$ cat config.mk
export PLATFORM = sky130hd
export DESIGN_NAME = timestamp_event_tagger
export DESIGN_NICKNAME = d
export VERILOG_FILES = /design/src/rtl/timestamp_event_tagger.sv
export SDC_FILE = /design/constraint.sdc
export NUM_CORES = 1
export LEC_CHECK = 0
export ABC_AREA = 1
export CAP_MARGIN = 40
export CORE_MARGIN = 3
export CORE_UTILIZATION = 61
export CTS_CLUSTER_SIZE = 30
export DETAILED_ROUTE_END_ITERATION = 10
export GPL_TIMING_DRIVEN = 1
export PLACE_DENSITY_LB_ADDON = 0.15
export SYNTH_ARGS = -nofsm -noshare
export SYNTH_HDL_FRONTEND = slang
export SYNTH_SLANG_ARGS = --single-unit
$ cat constraint.sdc
create_clock -name clk -period 7.1 [get_ports clk]
set_input_delay 1.775 -clock clk [delete_from_list [all_inputs] [get_ports clk]]
set_output_delay 1.775 -clock clk [all_outputs]
set_load 0.01 [all_outputs]
$ cat src/rtl/timestamp_event_tagger.sv
// timestamp_event_tagger: captures the live timestamp on each detector event into a FWFT record FIFO
// and flags dropped events and counter wrap-around.
module timestamp_event_tagger #(
    parameter int CHANNEL_WIDTH = 4,
    parameter int FIFO_DEPTH    = 16,
    parameter int DROP_WIDTH    = 32
) (
    input  logic                         clk,
    input  logic                         reset,
    input  logic                         run,
    input  logic [63:0]                  timestamp,
    input  logic                         event_valid,
    input  logic [CHANNEL_WIDTH-1:0]     event_channel,
    output logic                         out_valid,
    input  logic                         out_ready,
    output logic [63:0]                  out_timestamp,
    output logic [CHANNEL_WIDTH-1:0]     out_channel,
    output logic                         out_lost,
    output logic                         out_wrap,
    output logic [DROP_WIDTH-1:0]        dropped_count,
    output logic [$clog2(FIFO_DEPTH):0]  fifo_level
);
    localparam int AW = $clog2(FIFO_DEPTH);
    localparam int LW = AW + 1;
    localparam int RW = 66 + CHANNEL_WIDTH;

    logic [RW-1:0]         mem_q [FIFO_DEPTH];
    logic [AW-1:0]         wr_ptr_q, wr_ptr_d, rd_ptr_q, rd_ptr_d;
    logic [LW-1:0]         count_q, count_d;
    logic [DROP_WIDTH-1:0] dropped_q, dropped_d;
    logic                  lost_pending_q, lost_pending_d;
    logic                  prev_valid_q, prev_valid_d;
    logic [63:0]           prev_ts_q, prev_ts_d;
    logic                  run_q;
    logic                  capture, pop, full, push, drop, run_rise, wrap;
    logic [RW-1:0]         rec;

    always_comb begin
        capture        = run && event_valid;
        pop            = (count_q != '0) && out_ready;
        full           = count_q == LW'(FIFO_DEPTH);
        push           = capture && (!full || pop);
        drop           = capture && full && !pop;
        // A fresh run must never compare against a timestamp from the previous run.
        run_rise       = run && !run_q;
        wrap           = prev_valid_q && !run_rise && (timestamp < prev_ts_q);
        rec            = {timestamp, event_channel, lost_pending_q, wrap};
        wr_ptr_d       = push ? wr_ptr_q + AW'(1) : wr_ptr_q;
        rd_ptr_d       = pop ? rd_ptr_q + AW'(1) : rd_ptr_q;
        count_d        = count_q + LW'(push) - LW'(pop);
        dropped_d      = (drop && dropped_q != '1) ? dropped_q + DROP_WIDTH'(1) : dropped_q;
        lost_pending_d = push ? 1'b0 : (drop ? 1'b1 : lost_pending_q);
        prev_valid_d   = push ? 1'b1 : (run_rise ? 1'b0 : prev_valid_q);
        prev_ts_d      = push ? timestamp : prev_ts_q;
    end

    always_ff @(posedge clk) begin
        if (reset) begin
            wr_ptr_q       <= '0;
            rd_ptr_q       <= '0;
            count_q        <= '0;
            dropped_q      <= '0;
            lost_pending_q <= 1'b0;
            prev_valid_q   <= 1'b0;
            prev_ts_q      <= '0;
            run_q          <= 1'b0;
        end else begin
            wr_ptr_q       <= wr_ptr_d;
            rd_ptr_q       <= rd_ptr_d;
            count_q        <= count_d;
            dropped_q      <= dropped_d;
            lost_pending_q <= lost_pending_d;
            prev_valid_q   <= prev_valid_d;
            prev_ts_q      <= prev_ts_d;
            run_q          <= run;
        end
    end

    always_ff @(posedge clk) begin
        if (push)
            mem_q[wr_ptr_q] <= rec;
    end

    always_comb begin
        out_valid     = count_q != '0;
        {out_timestamp, out_channel, out_lost, out_wrap} = out_valid ? mem_q[rd_ptr_q] : '0;
        fifo_level    = count_q;
        dropped_count = dropped_q;
    end
endmodule

After elaboration in Yosys (flattened, before gate mapping)
Memory sizes are Yosys's and may differ from the RTL's. A register that Yosys moved wholly into a read port is not among the register bits.
Cells that the tools add are included.

operators by class
  reduce and logical (&&, ||, !) cells = 17
  multiplexer cells = 7
  add/subtract/negate cells = 5
  equal/unequal tests = 2
  order comparisons = 1

operator list
  cell                                           number
  2-to-1 mux 70 bit                              1
  less-than comparator 64 bit                    1
  adder 32 x 1 -> 32 bit, second input constant  1
  != test 32 bit, second input constant          1
  logical AND 1 bit                              9
  adder 4 x 1 -> 4 bit, second input constant    2
  2-to-1 mux 4 bit                               2
  adder 5 x 1 -> 5 bit                           1
  equality test 5 bit, second input constant     1
  nonzero test 5 bit                             1
  subtractor 5 x 1 -> 5 bit                      1
  zero test 1 bit                                4
  2-to-1 mux 1 bit                               4
  nonzero test 2 bit                             1
  OR reduction 2 bit                             1
  logical OR 1 bit                               1

storage, ports and cells
  RAM bits = 1120
  flip-flop bits (word level) = 112
  input bits = 73
  memories = 1
  logic and storage cells = 41
  output and inout port bits = 108

memories
  name   depth  bits a word  rd ports  clocked after memory_dff  write ports  line  source
  mem_q  16     70           1         1                         1            27    logic [RW-1:0] mem_q [FIFO_DEPTH];

Logic depth before layout (Yosys ltp)
  depth in word-level cells = 6
  mapped depth = 17
  mapped depth without buffers = 16

Worst setup path after synthesis
OpenSTA, ideal clock, no wires.

  path kind = in2reg
  start = input port out_ready
  end = memory mem_q[0][0] (netlist bit), enable pin
  buffers on the path = 1
  slack = 1.208 ns
  stages = 7
  setup time = 0.498 ns
  data required time = 6.602 ns
  data arrival time = 5.394 ns
  cells stage by stage = nor2_1 -> nand2_1 -> nand3_1 -> buf_2 -> inv_1 -> nand2_1 -> nor2_1

on the way
  longest elaborated chain between the ends = 5

ends and longest elaborated chain
  item                                    line  source
  start, declared                         15    input logic out_ready,
  logical AND 1 bit                       40    pop = (count_q != '0) && out_ready;
  logical OR 1 bit                        42    push = capture && (!full || pop);
  logical AND 1 bit                       42
  2-to-1 mux 1 bit                        80    if (push)
  2-to-1 mux 1 bit (not written as such)  81    mem_q[wr_ptr_q] <= rec;
  end, declared                           27

No other way between the ends.

==> out/qor.csv <==
stage,metric,value,unit
run_status,status,completed,
floorplan,Die ar.,84920,um^2
sta,period utilization,0.8274,
clocking,Max clock buf depth,3,
synthesis,"area leader, netlist",edfxtp_1,
finish,share of post-route cells with drive strength above 1,0.07068,
drt,Avg Vias per Cell,6.362,
sta,fin crit period,5.874,ns
worst_setup_path,Critical R2R Launch,fifo_level[2],
worst_setup_path,Worst Path Arrival,4.10,ns
placement,Placed Cells,4939,
clocking,clock root cell,clkbuf_16,
clocking,CTS tree,built,
sta,clk_skew,0.01855,ns
synthesis,Syn Std Cell Area,49690,um^2
clocking,"Hold-fix buffers, CTS",0,
clocking,Sink Count,1236,
finish,final std cells w/o fill,5164,
worst_setup_path,WP data required,5.33,ns
worst_hold_path,HP Start,prev_ts_q[29],
finish,final instance area,56630,um^2
synthesis,synth warn,0,
sta,final-report hold violation count,0,
global_route,antenna violations before repair,2,
placement,PortBufs,180,
synthesis,Synth area leaders,"edfxtp_1 (68%), o21ai_0 (5.5%), nor2_1 (5.0%)",
worst_setup_path,CP Class,flip-flop to output pin,
floorplan,row count,104,
placement,GP Congestion,0.7970,
clocking,cts bufs inserted,118,
synthesis,syn_nets,4035,
flow_run,max cap viols,0,
worst_setup_path,reg2reg end,mem_q[1][68],
finish,Layout area overhead,13.96,%
placement,DP HPWL,66830,um
power,Pwr per Cell Area,326.4,nW/um^2
global_route,total gr overflow,0,
clocking,clock latency at the later pin of the worst-skew pair,0.69,ns
clocking,cts repair resizes,0,
floorplan,Ports,181,
worst_setup_path,Startpoint Class,flip-flop,
global_route,GRT Util Overall,0.2902,
finish,utilization after layout,0.7031,
clocking,setup fix buffers added after clock tree synthesis,0,
floorplan,core area,80550,um^2
floorplan,die width,291.4,um
placement,DP Area,52670,um^2
global_route,first-pass GRT wire length,189700,um
floorplan,die height,291.4,um
sta,relative slew slack,0.3483,
floorplan,Initial Util,0.6169,
drt,detailed-route via count,32850,
synthesis,top-area cell type share of the netlist area,0.6768,
clocking,register clock-pin slew on the reported worst setup and hold paths,0.06,ns
global_route,vias in the first global route,31760,
synthesis,average size of a mapped cell,12.79,um^2
worst_setup_path,worst r2r path cells,10,
sta,fmax,0.1702,GHz
drt,post-route DRC violation count,0,
synthesis,Mapped Cells,3886,
synthesis,Post-synth EDFFs,1120,
worst_hold_path,Hold WC Path Type,flip-flop to flip-flop,
finish,nets@finish,4148,
worst_setup_path,Crit Path Max Fanout,107,
synthesis,synth cell count leaders,"edfxtp_1 (1120), nor2_1 (660), o21ai_0 (549), o221ai_1 (204), a21oi_1 (191)",
sta,setup TNS,0,ns
power,total leakage power,18.19,nW
worst_setup_path,r2r setup slk,3.55,ns
worst_hold_path,WHS Path Cells,2,
synthesis,Synth cell types,35,
clocking,CTS H-tree depth,3,
sta,PnR worst setup slack,1.226,ns
synthesis,most used flip-flop cell after synthesis,edfxtp_1,
drt,drt first-iter violations,3996,
drt,DRT antenna net count,0,
sta,RSZ-0062 raised after global routing,no,
worst_setup_path,Critical Path Sink Type,output pin,
synthesis,top-count cell post-synth,edfxtp_1,
drt,DR WL/cell,24.17,um
sta,measured slew at the worst slew-check pin,0.9776,ns
sta,Finish-stage setup viols,0,
global_route,largest net degree at the start of global routing,195,
placement,DP Worst Slack,1.923,ns
worst_hold_path,Hold Path End,prev_ts_q[29],
synthesis,sequential fraction of the synthesis area,0.7235,
drt,Routed WL,124800,um
synthesis,ys async rst share,0,
synthesis,#FFs+latches synth,1236,
power,Max IR drop VDD,260.5,uV
sta,Max Slew Vio Count,0,
drt,DRT Pass-1 Iters,5,
-- registers in the layout, indices dropped and copies added (netlist names), named ones only --
| register | count |
|---|---|
| dropped_count | 32 |
| fifo_level | 5 |
| lost_pending_q | 1 |
| mem_q | 1120 |
| prev_ts_q | 64 |
| prev_valid_q | 1 |
| rd_ptr_q | 4 |
| run_q | 1 |
| wr_ptr_q | 4 |
-- worst max-delay path, stage by stage (launching register included) --
cell and delay, ns:
dfxtp_4 0.58, inv_8 0.62, buf_4 0.42, buf_4 0.39
o21ai_0 0.14, o221ai_1 0.17, o211ai_1 0.19, a21oi_1 0.22
clkdlybuf4s50_1 0.59
-- cells by family after synthesis --
| group | share of synthesized area |
|---|---|
| flip-flops | 0.7235 |
| AO/OA/AOI/OAI | 0.1427 |
| AND/OR/NAND/NOR | 0.07488 |
| buffers and inverters | 0.03611 |
| adder cells (fa/ha/maj) | 0.01929 |
| XOR/XNOR | 0.003525 |
-- layout by cell type (no fill, tap or decap), drive strengths merged, types with 15 or more instances in the layout --
cell type      instances
nor2                 661
nand3                 87
clkinv                45
clkdlybuf4s50        180
ha                    75
nand2                167
buf                   82
bufinv                15
o211ai                77
a21oi                191
o21ai                651
inv                  140
o22ai                 76
clkbuf               156
nor3                  18
o221ai               204
dfxtp                116
edfxtp              1120
-- where the power goes --
group          internal, W  leakage (nW)  total (W)  switching, W
registers          0.00805          11.1    0.00814     0.0000921
clock network      0.00373          1.94    0.00636       0.00263
logic              0.00141          5.20    0.00398       0.00257
-- metal layers --
| layer | vias to the layer above | routed length, um | GRT usage |
|---|---|---|---|
| li1 | 14770 | - | - |
| met1 | 16130 | 49760 | 0.4145 |
| met2 | 1711 | 59190 | 0.4631 |
| met3 | 246 | 12410 | 0.04517 |
| met4 | 2 | 3423 | 0.09749 |
| met5 | - | 14 | 0 |
-- cell type report --
cell class	count	area [um^2]
Multi-Input combinational cell	2245	12080
Fill cell	5438	23920
Antenna cell	1	2.502
Clock inverter	68	732.0
Sequential cell	1236	35970
Timing Repair Buffer	262	2763
Inverter	136	533.0
Tap cell	1060	1326
Clock buffer	156	3227
-- through the flow --
| step | total power [W] | hold WS, ns |
|---|---|---|
| 5_1_grt | 0.01920 | 0.4770 |
| 4_1_cts | 0.01853 | 0.4603 |
| 3_3_place_gp | 0.01214 | 0.4423 |
| 3_5_place_dp | 0.01224 | 0.4508 |
| 2_1_floorplan | 0.01055 | 0.4331 |
| 6_report | 0.01848 | 0.4567 |
-- worst max-delay path by stage --
stage,to,cells past startpoint,start,slack (ns)
CTS,out_timestamp[55],7,flip-flop,1.19
global route,out_timestamp[55],7,flip-flop,1.06
global placement,out_timestamp[25],6,flip-flop,1.80
floorplan,mem_q[0][0],7,out_ready,1.21
finish,out_timestamp[15],8,flip-flop,1.23
detailed placement,out_timestamp[55],7,flip-flop,1.92
Note: power is estimated with default switching activity, not from simulation.
